## src/rtl/uart_cmd_parser.sv

```systemverilog
// Assembles 5-byte command frames (HEADER, ADDR, DATA_HI, DATA_LO, CSUM) from a UART
// byte stream and presents each checksum-verified register write on a valid/ready port.
module uart_cmd_parser #(
  parameter int unsigned TIMEOUT_CYCLES = 50_000,
  parameter logic [7:0]  HEADER         = 8'h55
) (
  input  logic        clk,
  input  logic        rst_n,
  input  logic [7:0]  rx_data,
  input  logic        rx_valid,
  output logic [7:0]  cmd_addr,
  output logic [15:0] cmd_data,
  output logic        cmd_valid,
  input  logic        cmd_ready,
  output logic        frame_err,
  output logic [1:0]  err_code
);

  localparam int unsigned CW = (TIMEOUT_CYCLES > 1) ? $clog2(TIMEOUT_CYCLES) : 1;
  localparam logic [CW-1:0] CNT_LAST = CW'(TIMEOUT_CYCLES - 1);

  localparam logic [1:0] ERR_NONE     = 2'b00;
  localparam logic [1:0] ERR_CHECKSUM = 2'b01;
  localparam logic [1:0] ERR_TIMEOUT  = 2'b10;
  localparam logic [1:0] ERR_OVERFLOW = 2'b11;

  typedef enum logic [2:0] {
    S_IDLE,
    S_ADDR,
    S_DHI,
    S_DLO,
    S_CSUM
  } state_e;

  state_e        state_q, state_d;
  logic [CW-1:0] cnt_q, cnt_d;
  logic [7:0]    addr_q, addr_d;
  logic [7:0]    dhi_q, dhi_d;
  logic [7:0]    dlo_q, dlo_d;
  logic [7:0]    xor_q, xor_d;
  logic [7:0]    cmd_addr_q, cmd_addr_d;
  logic [15:0]   cmd_data_q, cmd_data_d;
  logic          cmd_valid_q, cmd_valid_d;
  logic          frame_err_q, frame_err_d;
  logic [1:0]    err_code_q, err_code_d;

  // NOTE: every signal written here gets a default first, so no path can leave it
  // unassigned and infer a latch.
  always_comb begin
    state_d     = state_q;
    cnt_d       = cnt_q;
    addr_d      = addr_q;
    dhi_d       = dhi_q;
    dlo_d       = dlo_q;
    xor_d       = xor_q;
    cmd_addr_d  = cmd_addr_q;
    cmd_data_d  = cmd_data_q;
    cmd_valid_d = cmd_valid_q;
    frame_err_d = 1'b0;
    err_code_d  = ERR_NONE;

    if (cmd_valid_q && cmd_ready) begin
      cmd_valid_d = 1'b0;
    end

    if (rx_valid || state_q == S_IDLE) begin
      cnt_d = '0;
    end else begin
      cnt_d = cnt_q + CW'(1);
    end

    if (rx_valid) begin
      unique case (state_q)
        S_IDLE: begin
          if (rx_data == HEADER) state_d = S_ADDR;
        end
        S_ADDR: begin
          addr_d  = rx_data;
          xor_d   = rx_data;
          state_d = S_DHI;
        end
        S_DHI: begin
          dhi_d   = rx_data;
          xor_d   = xor_q ^ rx_data;
          state_d = S_DLO;
        end
        S_DLO: begin
          dlo_d   = rx_data;
          xor_d   = xor_q ^ rx_data;
          state_d = S_CSUM;
        end
        S_CSUM: begin
          state_d = S_IDLE;
          if (rx_data != xor_q) begin
            frame_err_d = 1'b1;
            err_code_d  = ERR_CHECKSUM;
          end else if (!cmd_valid_q || cmd_ready) begin
            // A slot freed by this cycle's handshake is reused immediately.
            cmd_addr_d  = addr_q;
            cmd_data_d  = {dhi_q, dlo_q};
            cmd_valid_d = 1'b1;
          end else begin
            frame_err_d = 1'b1;
            err_code_d  = ERR_OVERFLOW;
          end
        end
        default: state_d = S_IDLE;
      endcase
    end else if (state_q != S_IDLE && cnt_q == CNT_LAST) begin
      state_d     = S_IDLE;
      cnt_d       = '0;
      frame_err_d = 1'b1;
      err_code_d  = ERR_TIMEOUT;
    end
  end

  // NOTE: state registers use non-blocking assignments so every flop samples the
  // pre-edge value of its inputs regardless of statement order.
  always_ff @(posedge clk or negedge rst_n) begin
    if (!rst_n) begin
      state_q     <= S_IDLE;
      cnt_q       <= '0;
      addr_q      <= '0;
      dhi_q       <= '0;
      dlo_q       <= '0;
      xor_q       <= '0;
      cmd_addr_q  <= '0;
      cmd_data_q  <= '0;
      cmd_valid_q <= 1'b0;
      frame_err_q <= 1'b0;
      err_code_q  <= ERR_NONE;
    end else begin
      state_q     <= state_d;
      cnt_q       <= cnt_d;
      addr_q      <= addr_d;
      dhi_q       <= dhi_d;
      dlo_q       <= dlo_d;
      xor_q       <= xor_d;
      cmd_addr_q  <= cmd_addr_d;
      cmd_data_q  <= cmd_data_d;
      cmd_valid_q <= cmd_valid_d;
      frame_err_q <= frame_err_d;
      err_code_q  <= err_code_d;
    end
  end

  assign cmd_addr  = cmd_addr_q;
  assign cmd_data  = cmd_data_q;
  assign cmd_valid = cmd_valid_q;
  assign frame_err = frame_err_q;
  assign err_code  = err_code_q;

endmodule

```

## config.mk

```make
export PLATFORM = sky130hd
export DESIGN_NAME = uart_cmd_parser
export DESIGN_NICKNAME = d
export VERILOG_FILES = /design/src/rtl/uart_cmd_parser.sv
export SDC_FILE = /design/constraint.sdc
export NUM_CORES = 1
export LEC_CHECK = 0
export ABC_AREA = 1
export CORE_MARGIN = 1.5
export CORE_UTILIZATION = 60
export DETAILED_ROUTE_END_ITERATION = 8
export PLACE_DENSITY_LB_ADDON = 0.25
export REMOVE_ABC_BUFFERS = 1
export SLEW_MARGIN = 0
export SYNTH_ARGS = -nofsm -noshare
export SYNTH_HDL_FRONTEND = slang
export SYNTH_SLANG_ARGS = --single-unit
```

## constraint.sdc

```tcl
create_clock -name clk -period 2.96 [get_ports clk]
set_input_delay 0.592 -clock clk [delete_from_list [all_inputs] [get_ports clk]]
set_output_delay 0.592 -clock clk [all_outputs]
set_load 0.1 [all_outputs]
```

==> summary.txt, run 1 <==
TIMING
---------------------------------------------------------------------------------
Setup tns final                                                              0 ns
Worst-case setup margin in the final layout                              1.044 ns
Total of endpoints with negative setup slack in the final report                0
Post-route fraction of the period consumed by the critical path            64.72%
Worst clock skew on the final layout                                   0.01087 ns
Final period demand of the worst path                                    1.916 ns
Fmax                                                                    522.0 MHz
RSZ-0062 raised after global routing                                           no
Worst-case headroom to the max-slew limit                                  35.84%
Number of failing hold endpoints at the final stage                             0
Transition time at the pin with the least slew margin                   0.9625 ns
Final Max Tran Viols                                                            0

CELLS AND AREA
---------------------------------------------------------------------------------
Final Net Count                                                               466
Diode insertion count for antenna repair                                        0
Post-synthesis to final-layout area growth                                 15.85%
Sequential Area                                                      0.001977 mm2
Number of fill cells in the layout                                            457
Share of post-route cells with drive strength above 1                      12.88%
Area of the multi-input gates                                        0.001336 mm2

CTS
---------------------------------------------------------------------------------
Post-CTS setup buffer count                                                     0
Source-to-sink clock delay at the later pin of the worst-skew pair        0.35 ns
Hold bufs inserted after CTS                                                    0
Quantity of gates resized following cts                                         0
CTS buffer count                                                                9
Buffer type at the clock tree root                                   sky130_fd_sc_hd__clkbuf_8
CTS tree                                                                      yes
Maximum clock path buffer count                                                 2
Count of H-tree levels built during CTS                                         3
Clk sink count                                                                 79
Worst-path clk slew                                                       0.08 ns

GRT
---------------------------------------------------------------------------------
GR Overflow Total                                                               0
Tot GR Track Use                                                           25.60%
Number of global-route vias before repair                                   2,662
Largest net degree at the start of global routing                              80
First-pass GRT wire length                                              12,480 um
Initial antenna violation count                                                 0

CRITICAL PATH
---------------------------------------------------------------------------------
Crit start category                                                    input port
Worst reg2reg startpoint                                             state_q[0]$_DFFE_PN0P_
Worst-path fanout max                                                          24
Crit Path Class                                                            in2reg
R2R depth                                                                       6
CP Data Arrival Time                                                      2.16 ns
CP endpoint kind                                                        flip-flop
R2R Setup Slk                                                             1.31 ns
Data required time of the critical path                                   3.20 ns
RR Endpoint                                                          cnt_q[8]$_DFF_PN0_

ROUTING
---------------------------------------------------------------------------------
Drt pass-1 iters                                                                5
Ratio of routed vias to standard cells                                      5.309
Total length of routed wires                                              7140 um
DRC marker count from the first detailed-route iteration                      262
Post-detailed-route DRC marker count                                            0
Number of vias after detailed routing                                       2,814
WL/cell                                                                  13.47 um
Antenna violation net count after detailed routing                              0

WORST HOLD PATH
---------------------------------------------------------------------------------
Class of the worst hold path                                             in2async

SYNTHESIS
---------------------------------------------------------------------------------
Number of instances in the synthesized netlist                                410
Leading register cell type out of synthesis                          sky130_fd_sc_hd__dfrtp_1
Leading cell types by count after synthesis                          sky130_fd_sc_hd__nand2_1 (149), sky130_fd_sc_hd__dfrtp_1 (79), sky130_fd_sc_hd__nor2_1 (35), sky130_fd_sc_hd__nand4_1 (29)
Cell types with the largest area share after synthesis               sky130_fd_sc_hd__dfrtp_1 (56%), sky130_fd_sc_hd__nand2_1 (16%), sky130_fd_sc_hd__nand4_1 (5.1%)
Number of flops mapped to enable cells by yosys                                 0
Biggest area consumer among synthesized cells                        sky130_fd_sc_hd__dfrtp_1
Most frequent cell after synthesis                                   sky130_fd_sc_hd__nand2_1
Share of the synthesized area in the top cell type                         56.01%
Synthesis-stage register bit count                                             79
Sequential-to-total area share from yosys stat                             56.01%
Asr flop ratio synth                                                       100.0%
Post-Synthesis Mean Instance Area                                       8.609 um2
Cell variety after synth                                                       25
Cell area after technology mapping                                   0.003530 mm2
Number of warnings reported in the yosys synthesis log                          0

FLOORPLANNING
---------------------------------------------------------------------------------
Total core area                                                      0.005608 mm2
Die X                                                                    79.70 um
Die Y                                                                    79.70 um
Number of placement rows                                                       27
Die outline area                                                     0.006352 mm2
Effective utilization at floorplan                                         62.94%
# IOs                                                                          40

PLACED DESIGN
---------------------------------------------------------------------------------
Post-detailed-placement half-perimeter wirelength                         4733 um
Global placer's final weighted congestion                                  0.8335
Buffers on Ports                                                               39
Worst slack at placement                                                0.6804 ns

RUN STATUS
---------------------------------------------------------------------------------
Result of the run                                                    finished clean

POWER AND IR DROP
---------------------------------------------------------------------------------
Total power per unit cell area                                       721.0 mW/mm2
Sequential Power Share                                                      50.2%
Leak                                                                     2.100 nW
Worst ir drop on vdd                                                  0.0004875 V
Net Switching                                                            1.013 mW
Final total power                                                        2.948 mW
Combinational share of power                                                22.8%
Clock network fraction of design power                                      27.0%
Cell-internal power                                                      1.936 mW
Sw Ratio                                                                   34.35%

FLOW RUN
---------------------------------------------------------------------------------
Max-Cap Viols                                                                   0

-- power by group through the flow --
| stage | Sequential [mW] | Clock [mW] | Combinational, mW |
|---|---|---|---|
| global placement | 1.48 | 0 | 0.653 |
| finish | 1.48 | 0.797 | 0.672 |
| floorplan | 1.53 | 0 | 0.430 |
| global route | 1.51 | 0.862 | 0.769 |
| CTS | 1.48 | 0.808 | 0.678 |
| detailed placement | 1.49 | 0 | 0.673 |
-- how the worst max path moves through the flow --
stage,start,end
finish,rx_data[2],cmd_data[9]$_DFFE_PN0P_
global route,rx_data[0],cmd_data[8]$_DFFE_PN0P_
CTS,rx_data[2],cmd_data[8]$_DFFE_PN0P_
detailed placement,rx_data[2],cmd_data[9]$_DFFE_PN0P_
global placement,rx_data[0],cmd_data[12]$_DFFE_PN0P_
floorplan,cmd_valid$_DFF_PN0_,cmd_addr[0]$_DFFE_PN0P_
-- per-stage QoR --
stage	cells	hold slack, ns	cell area, um2	util, %
finish	530	0.3930	4089	72.91
global route	530	0.4795	4089	72.91
CTS	530	0.4283	4089	72.91
detailed placement	514	0.4508	3894	69.43
global placement	514	0.4487	3894	69.43
floorplan	397	0.2964	3441	-
-- layer usage --
metal  wire length, um  GRT usage (%)  share of wire (%)  vias up
met1              3409          36.77                 48     1301
li1                  -              -                  -     1407
met2              3275          38.39                 46       96
met3               338          4.229                4.7       10
met5                 0              0                  0        -
met4               116          11.23                1.6        0
-- cell type report --
cell class              count  area share [%]
well taps                  72           2.203
repair buffers             45           8.874
multi-input cells         284           32.68
clock buffers              10           3.121
inverters                  34           3.121
clock inverters             6           1.652
flip-flops and latches     79           48.35
-- layout by cell type (no fill, tap or decap) --
cell,instances
sky130_fd_sc_hd__nor4_4,1
sky130_fd_sc_hd__nand3_4,1
sky130_fd_sc_hd__and2_1,1
sky130_fd_sc_hd__o21ai_1,1
sky130_fd_sc_hd__nand3b_1,1
sky130_fd_sc_hd__a21oi_1,1
sky130_fd_sc_hd__a31oi_1,2
sky130_fd_sc_hd__nor2_4,1
sky130_fd_sc_hd__clkbuf_1,1
sky130_fd_sc_hd__buf_4,35
sky130_fd_sc_hd__inv_2,6
sky130_fd_sc_hd__bufinv_16,1
sky130_fd_sc_hd__nand2_1,149
sky130_fd_sc_hd__clkinvlp_4,2
sky130_fd_sc_hd__nor2_1,35
sky130_fd_sc_hd__clkbuf_8,9
sky130_fd_sc_hd__inv_1,28
sky130_fd_sc_hd__nand3_1,10
sky130_fd_sc_hd__clkinv_2,1
sky130_fd_sc_hd__nor4_1,1
sky130_fd_sc_hd__o21ai_0,28
sky130_fd_sc_hd__clkdlybuf4s50_1,10
sky130_fd_sc_hd__nor3_1,6
sky130_fd_sc_hd__xnor2_1,3
sky130_fd_sc_hd__inv_6,2
sky130_fd_sc_hd__nand4_1,29
sky130_fd_sc_hd__ha_1,1
sky130_fd_sc_hd__dfrtp_1,79
sky130_fd_sc_hd__o21bai_1,1
sky130_fd_sc_hd__xor2_1,12
-- logic make-up after synthesis --
logic type	Yosys count	synth area share (%)
xor gates and xnor gates	15	3.722
AOI/OAI and AO/OA	33	4.821
and+or+nand+nor	235	28.96
buffers and inverters	47	6.132
DFF	79	56.01
adders and majority gates	1	0.3544
-- state kept, by name (all words and copies together) (netlist names) --
register / cells
addr_q: 8
cmd_addr: 8
cmd_data: 16
cmd_valid: 1
cnt_q: 16
dhi_q: 8
dlo_q: 8
err_code: 2
frame_err: 1
state_q: 3
xor_q: 8
-- worst max-delay path: stages --
cell	delay, ns
sky130_fd_sc_hd__clkdlybuf4s50_1	0.56
sky130_fd_sc_hd__inv_2	0.08
sky130_fd_sc_hd__nand2_1	0.06
sky130_fd_sc_hd__nand2_1	0.04
sky130_fd_sc_hd__nor2_1	0.10
sky130_fd_sc_hd__nand2_1	0.10
sky130_fd_sc_hd__nor2_4	0.16
sky130_fd_sc_hd__nand3_4	0.25
sky130_fd_sc_hd__nand2_1	0.15
sky130_fd_sc_hd__nand2_1	0.06
No activity file was read; power rests on OpenSTA's default activity.
==> inputs of run 2 (changes only) <==
--- a/config.mk
+++ b/config.mk
@@ -7,7 +7,7 @@
 export LEC_CHECK = 0
 export ABC_AREA = 1
 export CORE_MARGIN = 1.5
-export CORE_UTILIZATION = 60
+export CORE_UTILIZATION = 50
 export DETAILED_ROUTE_END_ITERATION = 8
 export PLACE_DENSITY_LB_ADDON = 0.25
 export REMOVE_ABC_BUFFERS = 1
==> constraint.sdc (replaced) <==
create_clock -name clk -period 1.65 [get_ports clk]
set_input_delay 0.33 -clock clk [delete_from_list [all_inputs] [get_ports clk]]
set_output_delay 0.33 -clock clk [all_outputs]
set_load 0.1 [all_outputs]
==> run 2 against run 1 <==
  * Critical path depth up 1
  * Clock-buffer cell count decreased by 1
  * Die area rose by 19%
  * Register-to-register slack worse by 1.2 ns
  * Core utilization is 2.2 points lower
  * Global-route usage down 4.1 points
==> summary.txt, run 2 (same netlist as run 1, synthesis figures left out) <==
RUN STATUS
---------------------------------------------------------------------------------
Result of the run                                                    finished clean

CRITICAL PATH
---------------------------------------------------------------------------------
Crit start category                                                    input port
Worst-path fanout max                                                          22   -8.3%
CP Data Arrival Time                                                      1.87 ns   -0.29 ns
Data required time of the critical path                                   1.95 ns   -1.25 ns
Worst reg2reg startpoint                                             state_q[1]$_DFFE_PN0P_
Cell with the most instances on the worst path                       sky130_fd_sc_hd__nand2_1
CP endpoint kind                                                        flip-flop
R2R Setup Slk                                                             0.15 ns   -1.16 ns
Cell Chain, Critical Path                                            clkdlybuf4s50_1, inv_1, nand2_1, nand2_1, nor2_1, nand2_1, nor2_4, buf_12, buf_12, nand4_1, nand2_1
Max stage delay cell, worst path                                     sky130_fd_sc_hd__clkdlybuf4s50_1
Startpoint of the most critical setup path                             rx_data[4]
Longest individual stage delay on the worst path                          0.53 ns   -0.03 ns
Crit Path Class                                                            in2reg
Buffers and inverters on the worst path                                         4   +2
Largest delay contributor family on the critical path                buffers and inverters

FLOORPLANNING
---------------------------------------------------------------------------------
Die X                                                                    87.02 um   +9.2%
Number of placement rows                                                       30   +11%
Die Y                                                                    87.02 um   +9.2%
Die outline area                                                     0.007572 mm2   +19%
Total core area                                                      0.006794 mm2   +21%
# IOs                                                                          40   unchanged
Effective utilization at floorplan                                         51.95%   -11 points

POWER AND IR DROP
---------------------------------------------------------------------------------
Worst ir drop on vdd                                                  0.0006993 V   +43%
Final total power                                                        5.599 mW   +90%
Total power per unit cell area                                        1166 mW/mm2   +62%
Leak                                                                     2.356 nW   +12%

GRT
---------------------------------------------------------------------------------
Largest net degree at the start of global routing                              80   unchanged
Initial antenna violation count                                                 0   unchanged
GR Overflow Total                                                               0   unchanged
Number of global-route vias before repair                                   2,736   +2.8%
Tot GR Track Use                                                           21.53%   -4.1 points
First-pass GRT wire length                                              12,560 um   +0.61%

TIMING
---------------------------------------------------------------------------------
Worst clock skew on the final layout                                   0.01093 ns   +0.00005360 ns
Post-route fraction of the period consumed by the critical path            94.86%
Number of failing hold endpoints at the final stage                             0   unchanged
Transition time at the pin with the least slew margin                   0.5771 ns   -0.3854 ns
Total of endpoints with negative setup slack in the final report                0   unchanged
Worst-case headroom to the max-slew limit                                  61.44%   +26 points
Final Max Tran Viols                                                            0   unchanged
Fmax                                                                    638.9 MHz
Final period demand of the worst path                                    1.565 ns

CTS
---------------------------------------------------------------------------------
Count of H-tree levels built during CTS                                         3   unchanged
Buffer type at the clock tree root                                   sky130_fd_sc_hd__clkbuf_8
CTS tree                                                                      yes
Maximum clock path buffer count                                                 2   unchanged
Worst-path clk slew                                                       0.09 ns   about the same
CTS buffer count                                                                9   unchanged
Source-to-sink clock delay at the later pin of the worst-skew pair        0.36 ns   about the same
Clk sink count                                                                 79   unchanged

CELLS AND AREA
---------------------------------------------------------------------------------
Post-synthesis to final-layout area growth                                 36.05%
Commonest non-fill, non-tap cell in the layout                       sky130_fd_sc_hd__nand2_1
Diode insertion count for antenna repair                                        0   unchanged
Final Net Count                                                               496   +6.4%
Share of post-route cells with drive strength above 1                      19.47%   +6.6 points
Number of fill cells in the layout                                            507   +11%
Top library cells by usage in the layout, fill and taps aside        sky130_fd_sc_hd__nand2_1 (148), sky130_fd_sc_hd__dfrtp_1 (79), sky130_fd_sc_hd__nor2_1 (33)
Non-Filler Instances                                                          584   +10%

WORST HOLD PATH
---------------------------------------------------------------------------------
Min-Delay Startpoint                                                   rx_data[5]
Class of the worst hold path                                               in2reg

PLACED DESIGN
---------------------------------------------------------------------------------
Post-detailed-placement half-perimeter wirelength                         4971 um   +5.0%
Global placer's final weighted congestion                                  0.8771   +5.2%
Buffers on Ports                                                               39   unchanged
Number of placed cells counting well taps                                     562   +9.3%

FLOW RUN
---------------------------------------------------------------------------------
Max-Cap Viols                                                                   0   unchanged

ROUTING
---------------------------------------------------------------------------------
Ratio of routed vias to standard cells                                      5.142   -3.2%
DRC marker count from the first detailed-route iteration                      267   +1.9%
Post-detailed-route DRC marker count                                            0   unchanged
Number of vias after detailed routing                                       3,003   +6.7%
Drt pass-1 iters                                                                5   unchanged
Antenna violation net count after detailed routing                              0   unchanged
WL/cell                                                                  12.96 um   -3.8%
Total length of routed wires                                              7571 um   +6.0%

[run 2: through the flow]
stage / TNS (ns) / util, % / setup slack, ns / cell area, um2 / hold WS, ns
2_1_floorplan: -12.94 / - / -0.4970 / 3441 / 0.03441
3_3_place_gp: -8.086 / 66.11 / -0.3161 / 4492 / 0.3845
3_5_place_dp: -9.303 / 66.11 / -0.3940 / 4492 / 0.3931
4_1_cts: 0 / 69.32 / 0.009256 / 4710 / 0.4626
5_1_grt: -0.01068 / 70.68 / -0.01068 / 4802 / 0.3139
6_report: 0 / 70.68 / 0.08489 / 4802 / 0.2902
[run 2: final cells by class]
cell class | instances | area, um2 | share of cell area (%)
flip-flops and latches | 79 | 1977 | 41.17
inverters | 34 | 127.6 | 2.658
repair buffers | 73 | 983.4 | 20.48
clock buffers | 9 | 123.9 | 2.579
multi-input cells | 286 | 1389 | 28.92
clock inverters | 7 | 81.33 | 1.694
well taps | 96 | 120.1 | 2.501
[run 2: path summary, 6_finish.rpt]
path,to,cells after the start
max in group asynchronous,dlo_q[4]$_DFFE_PN0P_,3
min reg2reg,cnt_q[0]$_DFF_PN0_,1
min,xor_q[5]$_DFFE_PN0P_,3
max reg2reg,cmd_addr[2]$_DFFE_PN0P_,6
max,cmd_data[3]$_DFFE_PN0P_,11
min in group asynchronous,cmd_data[8]$_DFFE_PN0P_,3
[run 2: repair_timing]
action,4_1_cts,5_1_grt
endpoints found under the setup margin,1,35
pin swaps,0,3
gates resized for setup,1,10
endpoints found under the hold margin,8,0
buffers inserted,0,3
gates cloned,0,2
hold buffers,1,0
[run 2: tightest hold or removal path, stage by stage]
cell                             delay [ns]
sky130_fd_sc_hd__dlymetal6s2s_1        0.14
sky130_fd_sc_hd__nand2_1               0.08
sky130_fd_sc_hd__xor2_1                0.06
[run 2: power breakdown]
part / total, mW / switching (mW) / internal (mW)
combinational: 1.46 / 0.867 / 0.595
sequential: 2.66 / 0.302 / 2.36
clock: 1.48 / 0.761 / 0.716
[run 2: metal layers]
layer | routed length [um] | share of wire (%) | GRT usage (%) | vias up
met1 | 3523 | 47 | 30.16 | 1429
met4 | 112 | 1.5 | 9.238 | 0
li1 | - | - | - | 1470
met5 | 0 | 0 | 0 | -
met3 | 376 | 5.0 | 4.550 | 11
met2 | 3558 | 47 | 32.56 | 93
